--- src/rtl/spi_frame_engine.sv ---
// SPI peripheral frame engine: command byte + data byte(s) to register strobes, read data out on MISO.
// Optional macro SPI_AUTOINC_EN enables burst transfers with auto-incrementing register address.
module spi_frame_engine #(
   parameter int ADDR_WIDTH = 3,
   parameter int REG_WIDTH  = 8
) (
   input  logic                  clk,
   input  logic                  rst,
   input  logic                  ena,
   input  logic [1:0]            mode,
   input  logic                  spi_cs_n,
   input  logic                  spi_clk,
   input  logic                  spi_mosi,
   output logic                  spi_miso,
   output logic [ADDR_WIDTH-1:0] reg_addr,
   output logic                  wr_en,
   output logic [REG_WIDTH-1:0]  wr_data,
   output logic                  rd_req,
   input  logic [REG_WIDTH-1:0]  rd_data
);

   typedef enum logic [1:0] {
      IDLE,
      CMD,
      DATA,
      DONE
   } state_t;

   state_t               state;
   logic                 sclk_d;
   logic                 cs_d;
   logic                 cpol_q;
   logic                 cpha_q;
   logic                 w_q;
   logic                 load_pend;
   logic [2:0]           bit_cnt;
   logic [REG_WIDTH-2:0] rx_sr;
   logic [REG_WIDTH-1:0] tx_sr;
   logic [REG_WIDTH-1:0] rd_hold;

   logic                 sclk_rise;
   logic                 sclk_fall;
   logic                 lead_edge;
   logic                 trail_edge;
   logic                 sample_edge;
   logic                 shift_edge;
   logic                 cs_fall;
   logic                 byte_done;
   logic [REG_WIDTH-1:0] rx_byte;

   assign sclk_rise   = spi_clk & ~sclk_d;
   assign sclk_fall   = ~spi_clk & sclk_d;
   assign lead_edge   = cpol_q ? sclk_fall : sclk_rise;
   assign trail_edge  = cpol_q ? sclk_rise : sclk_fall;
   assign sample_edge = cpha_q ? trail_edge : lead_edge;
   assign shift_edge  = cpha_q ? lead_edge : trail_edge;
   // cs_d resets low so a select already asserted across reset is not taken as a new frame
   assign cs_fall     = cs_d & ~spi_cs_n;
   assign byte_done   = sample_edge && (bit_cnt == 3'd7);
   assign rx_byte     = {rx_sr, spi_mosi};
   assign spi_miso    = tx_sr[REG_WIDTH-1];

   always_ff @(posedge clk) begin
      if (rst) begin
         state     <= IDLE;
         sclk_d    <= 1'b0;
         cs_d      <= 1'b0;
         cpol_q    <= 1'b0;
         cpha_q    <= 1'b0;
         w_q       <= 1'b0;
         load_pend <= 1'b0;
         bit_cnt   <= '0;
         rx_sr     <= '0;
         tx_sr     <= '0;
         rd_hold   <= '0;
         reg_addr  <= '0;
         wr_en     <= 1'b0;
         wr_data   <= '0;
         rd_req    <= 1'b0;
      end else if (ena) begin
         sclk_d <= spi_clk;
         cs_d   <= spi_cs_n;
         // NOTE: strobes default low every enabled cycle so each pulse lasts exactly one clk.
         wr_en  <= 1'b0;
         rd_req <= 1'b0;

         // rd_data is valid while rd_req is high, i.e. one cycle after the address update
         if (rd_req)
            rd_hold <= rd_data;

         if (state == IDLE) begin
            cpol_q <= mode[1];
            cpha_q <= mode[0];
         end

         if (spi_cs_n) begin
            state <= IDLE;
         end else begin
            case (state)
               IDLE: begin
                  if (cs_fall) begin
                     state     <= CMD;
                     bit_cnt   <= '0;
                     tx_sr     <= '0;
                     load_pend <= 1'b0;
                  end
               end

               CMD: begin
                  if (shift_edge)
                     tx_sr <= {tx_sr[REG_WIDTH-2:0], 1'b0};
                  if (sample_edge) begin
                     rx_sr   <= rx_byte[REG_WIDTH-2:0];
                     bit_cnt <= bit_cnt + 3'd1;
                     if (byte_done) begin
                        reg_addr  <= rx_byte[ADDR_WIDTH-1:0];
                        w_q       <= rx_byte[REG_WIDTH-1];
                        rd_req    <= ~rx_byte[REG_WIDTH-1];
                        load_pend <= 1'b1;
                        state     <= DATA;
                     end
                  end
               end

               DATA: begin
                  // first shift edge of a byte presents the read data; write frames send zeros
                  if (shift_edge) begin
                     if (load_pend) begin
                        tx_sr     <= w_q ? '0 : rd_hold;
                        load_pend <= 1'b0;
                     end else begin
                        tx_sr <= {tx_sr[REG_WIDTH-2:0], 1'b0};
                     end
                  end
`ifdef SPI_AUTOINC_EN
                  // writes advance the address after the strobe cycle so wr_en sees the old one
                  if (wr_en)
                     reg_addr <= reg_addr + ADDR_WIDTH'(1);
`endif
                  if (sample_edge) begin
                     rx_sr   <= rx_byte[REG_WIDTH-2:0];
                     bit_cnt <= bit_cnt + 3'd1;
                     if (byte_done) begin
`ifdef SPI_AUTOINC_EN
                        if (w_q) begin
                           wr_en   <= 1'b1;
                           wr_data <= rx_byte;
                        end else begin
                           reg_addr <= reg_addr + ADDR_WIDTH'(1);
                           rd_req   <= 1'b1;
                        end
                        load_pend <= 1'b1;
`else
                        if (w_q) begin
                           wr_en   <= 1'b1;
                           wr_data <= rx_byte;
                        end
                        tx_sr <= '0;
                        state <= DONE;
`endif
                     end
                  end
               end

               DONE: begin
               end

               default: state <= IDLE;
            endcase
         end
      end
   end

endmodule

--- config.mk ---
export PLATFORM = sky130hd
export DESIGN_NAME = spi_frame_engine
export DESIGN_NICKNAME = d
export VERILOG_FILES = /design/src/rtl/spi_frame_engine.sv
export SDC_FILE = /design/constraint.sdc
export NUM_CORES = 1
export LEC_CHECK = 0
export ABC_AREA = 0
export BUFFER_PORTS_ARGS = -buffer_cell sky130_fd_sc_hd__buf_2
export CELL_PAD_IN_SITES_DETAIL_PLACEMENT = 0
export CELL_PAD_IN_SITES_GLOBAL_PLACEMENT = 2
export CORE_UTILIZATION = 33
export CTS_BUF_LIST = sky130_fd_sc_hd__clkbuf_8
export DETAILED_ROUTE_END_ITERATION = 7
export GPL_ROUTABILITY_DRIVEN = 1
export GPL_TIMING_DRIVEN = 0
export HOLD_SLACK_MARGIN = 0.02
export PLACE_DENSITY = 0.83
export RECOVER_POWER = 100
export SETUP_SLACK_MARGIN = 0.1
export SKIP_LAST_GASP = 1
export SYNTH_ARGS = -nofsm -noshare
export SYNTH_HDL_FRONTEND = slang
export SYNTH_SLANG_ARGS = --single-unit
--- constraint.sdc ---
create_clock -name clk -period 1.9 [get_ports clk]
set_clock_uncertainty 0.1 [all_clocks]
set_input_delay 0.19 -clock clk [delete_from_list [all_inputs] [get_ports clk]]
set_output_delay 0.19 -clock clk [all_outputs]
set_load 0.05 [all_outputs]
# Word level (Yosys, flattened, before mapping)
# Index checks and enable logic that the tools add are counted.
# word_totals
output_inout_bits	14
word_cells	88
register_bits	47
inputBits	16
# classes
muxes	36
n_addsub	1
n_reduce_logical	15
eq_ne	14
bitwise_logic	7
# op_table
operator	count
2-to-1 mux 8 bit	7
one-hot mux 8 bit (3 select lines)	1
2-to-1 mux 1 bit	17
!= test 3 bit (second input constant)	5
AND reduction 5 bit	3
AND reduction 7 bit	2
2-to-1 mux 2 bit	6
!= test 2 bit (second input constant)	5
2-to-1 mux 3 bit	2
one-hot mux 2 bit (3 select lines)	1
one-hot mux 3 bit (2 select lines)	1
AND reduction 6 bit	1
inverter 1 bit	4
AND reduction 2 bit	2
AND reduction 4 bit	1
nonzero test 4 bit	1
adder 3 x 1 -> 3 bit (second input constant)	1
bitwise AND 1 bit	3
== test 3 bit (second input constant)	1
one-hot mux 1 bit (3 select lines)	1
nonzero test 3 bit	1
== test 2 x 1 -> 1 bit (second input constant)	1
== test 2 bit (second input constant)	1
logical NOT 2 bit	1
4 further kinds	4

# Depth between registers and ports, before layout
# Gate-level depths: netlist of the first run.
# depth
word_depth	9
ltp_mapped	8
depth_no_buf	7

# Least setup slack after synthesis of the first run
# No wires, ideal clock.
# synth_timing
kind	register -> register
startpoint	register state[0]
endpoint	register tx_sr[4]
stages_incl_launch_ff	9
arrival_time_ns	1.847
path_slack_ns	-0.118
t_required_ns	1.730
period_less_slack_ns	2.018
setup_time_ns	0.070
n_path_buf	1
path_cell_list	dfxtp_1 > inv_1 > ha_1 > clkbuf_1 > nor3_1 > a211o_1 > a2111oi_4 > o211ai_1 > a21oi_1
# synth_via
elab_chain_len	3
elab_cells_between_ends	8
classes_between	eq/ne (4); mux (1); reduce/logical (3)
# synth_lines
item	line	rtl
from (decl)	29	state_t state;
from (signal assigned)	65	state <= IDLE;
from (signal assigned)	97	state <= IDLE;
from (signal assigned)	102	state <= CMD;
== test 2 x 1 -> 1 bit (tied with other cells)	99	case (state)
!= test 2 bit (no source line) or nonzero test 3 bit (tied branches)	--	
AND reduction 5 bit (no source line)	--	
to (signal assigned)	111	tx_sr <= {tx_sr[REG_WIDTH-2:0], 1'b0};
to (signal assigned)	129	tx_sr <= w_q ? '0 : rd_hold;
to (signal assigned)	132	tx_sr <= {tx_sr[REG_WIDTH-2:0], 1'b0};
to (decl)	38	logic [REG_WIDTH-1:0] tx_sr;
# Parallel ways exist; a longest one is shown, timed or not.
# A chain may end at the register's enable or synchronous reset.

# Final worst setup path of the first run
# layout_timing
startpoint	register bit_cnt[0]
endpoint	register tx_sr[1]
# layout_via
elab_chain_len	5
# layout_lines
item	line	rtl
from (decl)	36	logic [2:0] bit_cnt;
from (signal assigned)	114	bit_cnt <= bit_cnt + 3'd1;
from (signal assigned)	142	bit_cnt <= bit_cnt + 3'd1;
== test 3 bit	59	assign byte_done = sample_edge && (bit_cnt == 3'd7);
logical AND 1 bit	59	
2-to-1 mux 8 bit	143	if (byte_done) begin
2-to-1 mux 8 bit	140	if (sample_edge) begin
one-hot mux 8 bit (3 select lines)	99	
# No other way between the ends.

==> run metrics, run 1 <==
outcome complete, but fails checks; failing checks negative setup slack; final period utilization 107%; r2r setup slk -0.14 ns; Internal 1.47 mW; Core Area 6310 um^2; Critical Path Fanout Max 7; largest net degree at the start of global routing 15; CP Capture Type flip-flop; initial DRC count 105; Net Sw Power 0.461 mW; syn nets 255; commonest cells after routing, fill and taps aside dfxtp_1 (41), nor2_1 (29), mux2i_1 (22); critical path launch point bit_cnt[0]; share of cells above drive strength 1 27.5%; Period minus WS final 2.04 ns; Total Wirelength 5510 um; clock tree sinks 47; First-pass DRT Iterations 4; worst endpoint required time 2.02 ns; post-synthesis xor/xnor area fraction 0.754%; Root Driver clkbuf_8; crit path to tx_sr[1]; count of unique library cells instantiated by Yosys 40; port bufs 28; highest clock rate 491 MHz; commonest non-fill, non-tap cell in the layout dfxtp_1; unrepaired setup endpoints after global routing true; total power 1.93 mW; P_leak 1.03 nW; Max Transition Viols Final 0; post-DP HPWL 3620 um; CTS Hold Bufs 0; fill count 664; Compound-Gate Fraction of Synth Area 19.1%; Inst Count DP 339; most used cell along the critical path ha_4; Layout area overhead 34.0%; Power Density 666 nW/um^2; GP Congestion 0.744; VDD IR max 0.402 mV; Post-synth top flop dfxtp_1; Worst path max stage delay 0.35 ns; htree depth 2; WHS 0.0255 ns; sw frac 23.9%; Cells after Synth 234; Worst setup SP type flip-flop; FF+latch count, synth 47; area occupied by registers 953 um^2; final non-filler cell total 364; crit path kind reg2reg; Worst Path Arrival 2.15 ns; FF-to-FF End tx_sr[1]; number of global-route vias before repair 1,839; Initial Util 34.2%; Die Wd 82.9 um; Syn. warnings 0; grt ovf 0; Synth Area in Adders 2.90%; Hold WC Path Type in2reg; Comb pwr share 10.2%; GRT Util Overall 16.3%; Die Area 6870 um^2; footprint of the multi-input gates 1330 um^2; Vias 1,900; final instance area 2890 um^2; worst-margin pin slew 0.599 ns; Avg Inst Size Synth 9.22 um^2; max cap viols 0; endpoints failing setup 16; initial antenna violation count 0; area of the mapped netlist 2160 um^2; # rows 29; CTS tree yes; first-pass GRT wire length 9140 um; hold_sp mode[1]; post-route ant nets 0; clk buf depth 2; largest family of logic cells by synthesized area compound AO/OA/AOI/OAI gates; Antenna Cells 0; Vias/cell 5.22; setup TNS -0.766 ns; Post-Synth Simple-Gate Area 17.2%; Boundary Pins 30; worst-path cell chain ha_4, ha_4, nand3b_1, mux2i_4, buf_6, a2111oi_4, buf_4, o211ai_1, a21oi_1; Clock Power Share 38.1%; Sequential Power Share 51.8%; Die Ht 82.9 um; cell count of the worst reg-to-reg path 9; sequential cell area fraction in the yosys report 43.6%; clock-pin slew on the worst setup and hold paths 0.09 ns; Clk Latency, worst-skew pair 0.30 ns; fin worst setup slack -0.136 ns; DR WL/cell 15.1 um; FF-to-FF Start bit_cnt[0]; mux cell area share after synthesis 12.6%; Synth async-reset ratio 0%; hold path cells 3; Slowest-stage cell, CP dfxtp_2; DRC violations left 0; DP Area 2440 um^2; EDFF count, synth 0; final hold violation count 0; Rel. slew slack 60.0%; Nets 308; Num CTS Buffers 5
==> per-layer routing <==
metal | track usage [%] | part of all wire [%] | vias to the layer above | routed length (um)
met1 | 22.6 | 50 | 905 | 2730
li1 | - | - | 952 | -
met4 | 4.70 | 1.1 | 0 | 60
met5 | 0 | 0 | - | 0
met2 | 25.9 | 45 | 38 | 2500
met3 | 3.08 | 4.0 | 5 | 219
==> how the worst min path moves through the flow <==
stage / slack, ns / end
after global routing: 0.04 / rd_hold[3]
after global placement: 0.35 / cpha_q
after floorplan: 0.23 / cpha_q
after detailed placement: 0.35 / cpha_q
after CTS: 0.02 / cpha_q
final: 0.03 / cpol_q
==> power by group through the flow <==
stage / Clock, mW / Sequential [mW] / Combinational, mW
after floorplan: 0 / 1.02 / 0.0999
after global placement: 0 / 1.02 / 0.145
after detailed placement: 0 / 1.02 / 0.145
after CTS: 0.752 / 0.997 / 0.171
after global routing: 0.787 / 0.999 / 0.213
final: 0.734 / 0.998 / 0.196
==> final cells by class <==
class                   count  area share [%]
inverters                   6            1.04
flip-flops and latches     47            33.0
multi-input cells         167            45.8
clock buffers               5            2.38
plain buffers              13            3.03
clock inverters             2            1.30
well taps                  77            3.33
repair buffers             47            10.1
==> kinds of logic after synthesis <==
group	after synthesis
buf+inv	20
fa+ha+maj	5
mux	27
xor+xnor	1
simple gates	77
flops	47
compound gates	57
==> synth_stat cells, types with 2 or more instances <==
library cell	instances	area, um^2
dfxtp_1	47	941
nor2_1	29	109
mux2i_1	26	260
a21oi_1	22	110
nand2_1	15	56.3
nand3_1	13	65.1
a22oi_1	7	52.6
o211ai_1	7	52.6
a221o_1	6	60.1
clkbuf_1	6	22.5
ha_1	5	62.6
inv_1	5	18.8
buf_2	4	20.0
nand2b_1	4	25.0
buf_1	3	11.3
nand3b_1	3	22.5
nor3_1	3	15.0
a211o_1	2	17.5
a21o_1	2	15.0
and4_1	2	17.5
nor2b_1	2	12.5
nor3b_1	2	15.0
o31ai_1	2	15.0
==> critical path: cells and delay by family (launching register included) <==
kind,cells,cell delay [ns]
flops,1,0.35
fa+ha+maj,2,0.32
simple gates,1,0.12
compound gates,3,0.62
mux,1,0.10
buf+inv,2,0.34
==> what timing repair did <==
| action | 4_1_cts | 5_1_grt |
|---|---|---|
| pin swaps | 6 | 12 |
| setup endpoints to repair | 35 | 35 |
| resized for setup | 21 | 28 |
| cloned | 0 | 1 |
| setup buffers | 13 | 5 |
==> per-stage QoR <==
stage / utilization (%) / worst slack [ns]
final: 45.8 / -0.136
after global routing: 45.8 / -0.220
after CTS: 43.4 / -0.130
after detailed placement: 38.7 / -0.222
after global placement: 38.7 / -0.196
after floorplan: - / 0.0484
==> flip-flops by register name, indices dropped and copies added (netlist names), 2 cells and up <==
register / count
rd_hold: 8
tx_sr: 8
wr_data: 8
rx_sr: 7
bit_cnt: 3
reg_addr: 3
state: 2
Power figures use the tool's default switching activity.
==> inputs of run 2 (changes only) <==
- REMOVE_ABC_BUFFERS: default -> 1
==> run metrics, run 2 (same netlist as run 1, synthesis figures left out) <==
post-route ant nets 0 (unchanged); htree depth 2 (unchanged); FF-to-FF Start bit_cnt[0] (unchanged); P_leak 0.978 nW (was 1.03 nW); Hold WC Path Type in2reg (unchanged); grt ovf 0 (unchanged); most used cell along the critical path ha_4 (unchanged); setup TNS 0 ns (was -0.766 ns); first-pass GRT wire length 9010 um (was 9140 um); Antenna Cells 0 (unchanged); port bufs 29 (was 28); Vias 1,820 (was 1,900); Clock Power Share 39.5% (was 38.1%); Core Area 6310 um^2 (unchanged); Layout area overhead 28.0% (was 34.0%); clk buf depth 2 (unchanged); Initial Util 34.2% (unchanged); Vias/cell 5.19 (was 5.22); Rel. slew slack 39.7% (was 60.0%); crit path kind reg2reg (unchanged); Worst setup SP type flip-flop (unchanged); Die Wd 82.9 um (unchanged); outcome complete, no violations (was complete, but fails checks); Slowest-stage cell, CP dfxtp_2 (unchanged); worst-path cell chain ha_4, ha_4, nand3b_1, mux2i_4, o21a_1, and4b_1, a311o_1 (was ha_4, ha_4, nand3b_1, mux2i_4, buf_6, a2111oi_4, buf_4, o211ai_1, a21oi_1); worst-margin pin slew 0.904 ns (was 0.599 ns); FF-to-FF End state[1] (was tx_sr[1]); r2r setup slk 0.03 ns (was -0.14 ns); VDD IR max 0.310 mV (was 0.402 mV); cell count of the worst reg-to-reg path 7 (was 9); number of global-route vias before repair 1,816 (was 1,839); Period minus WS final 1.87 ns (was 2.04 ns); post-DP HPWL 3060 um (was 3620 um); GP Congestion 0.699 (was 0.744); final period utilization 98.5% (was 107%); crit path to state[1] (was tx_sr[1]); fill count 645 (was 664); DRC violations left 0 (unchanged); Net Sw Power 0.446 mW (was 0.461 mW); largest net degree at the start of global routing 50 (was 15); initial DRC count 89 (was 105); Top Registers rd_hold x8, tx_sr x8, wr_data x8 (unchanged); Internal 1.50 mW (was 1.47 mW); Worst path max stage delay 0.34 ns (was 0.35 ns); unrepaired setup endpoints after global routing true (unchanged); footprint of the multi-input gates 1300 um^2 (was 1330 um^2); endpoints failing setup 0 (was 16); max cap viols 0 (unchanged); clock tree sinks 47 (unchanged); CTS tree yes (unchanged); Clk Latency, worst-skew pair 0.30 ns (about the same); final hold violation count 0 (unchanged); Power Density 704 nW/um^2 (was 666 nW/um^2); First-pass DRT Iterations 4 (unchanged); CP Capture Type flip-flop (unchanged); commonest cells after routing, fill and taps aside dfxtp_1 (41), nor2_1 (29), mux2i_1 (22), a21oi_1 (22) (was dfxtp_1 (41), nor2_1 (29), mux2i_1 (22)); critical path launch point bit_cnt[0] (unchanged); Critical Path Fanout Max 5 (was 7); Die Ht 82.9 um (unchanged); Die Area 6870 um^2 (unchanged); worst endpoint required time 1.99 ns (was 2.02 ns); DR WL/cell 14.4 um (was 15.1 um); Max Transition Viols Final 0 (unchanged); commonest non-fill, non-tap cell in the layout dfxtp_1 (unchanged); Num CTS Buffers 5 (unchanged); clock-pin slew on the worst setup and hold paths 0.09 ns (about the same); sw frac 22.9% (was 23.9%); share of cells above drive strength 1 24.5% (was 27.5%); Sequential Power Share 51.3% (was 51.8%); Comb pwr share 9.2% (was 10.2%); Root Driver clkbuf_8 (unchanged); Total Wirelength 5040 um (was 5510 um); post-route core utilization 43.8% (was 45.8%); Boundary Pins 30 (unchanged); GRT Util Overall 16.3% (about the same); Nets 294 (was 308); # rows 29 (unchanged); area occupied by registers 951 um^2 (was 953 um^2); initial antenna violation count 0 (unchanged); Worst Path Arrival 1.97 ns (was 2.15 ns); highest clock rate 534 MHz (was 491 MHz)
==> run 2: changes by cell type in the layout (fill, tap and decap cells not counted), sizes merged <==
cell         previous run  this run
clkbuf                 23        20
dlygate4sd3             0         1
clkinv                  1         2
and4                    2         3
buf                    42        30
clkinvlp                1         0
==> run 2: worst min path at each step <==
| stage | from | end | depth (start not counted) |
|---|---|---|---|
| global placement | rd_data[7] | rd_hold[7] | 3 |
| detailed placement | mode[1] | cpol_q | 3 |
| finish | mode[0] | cpha_q | 3 |
| floorplan | rst | bit_cnt[0] | 1 |
| CTS | mode[0] | cpha_q | 3 |
| global route | mode[0] | cpha_q | 3 |
==> run 2: what timing repair did <==
item                                   in CTS  in global routing
gates cloned                                1                  0
hold buffers                                1                  0
pin swaps                                  10                  7
gates resized for setup                    36                  7
endpoints found under the hold margin       1                  0
buffers inserted                           13                  2
setup endpoints to repair                  35                 35
==> run 2: worst max-delay path, delay by kind of cell, from the launching register on <==
family	cells	cell delay (ns)
AOI/OAI and AO/OA	2	0.55
DFF	1	0.34
and+or+nand+nor	2	0.34
adders and majority gates	2	0.31
muxes	1	0.12
==> run 2: cell type report <==
class,count,share of cell area [%]
Tap cell,77,3.49
Timing Repair Buffer,45,9.65
Multi-Input combinational cell,168,47.2
Sequential cell,47,34.4
Clock inverter,2,1.27
Clock buffer,6,2.99
Inverter,6,0.996
==> run 2: power by group through the flow <==
stage	combinational (mW)	clock [mW]	sequential, mW
5_1_grt	0.197	0.840	0.999
6_report	0.178	0.768	0.998
3_3_place_gp	0.128	0	1.02
2_1_floorplan	0.0730	0	1.02
3_5_place_dp	0.127	0	1.02
4_1_cts	0.167	0.797	0.997
==> run 2: layer usage <==
metal,wire [um],GRT usage (%),part of all wire (%),vias to the layer above
met5,0,0,0,-
met4,76,5.64,1.5,0
met3,174,3.68,3.5,6
met2,2280,25.0,45,33
met1,2510,22.5,50,847
li1,-,-,-,934
==> run 2: stage by stage <==
step	hold slack [ns]	power [mW]	instance area (um^2)	std cells	setup slack [ns]
finish	0.0351	1.94	2760	351	0.0277
global route	0.0233	2.04	2760	351	-0.104
CTS	0.0246	1.96	2740	349	0.0122
detailed placement	0.352	1.15	2340	326	-0.743
global placement	0.344	1.15	2340	326	-0.720
floorplan	0.159	1.09	2100	220	-0.252
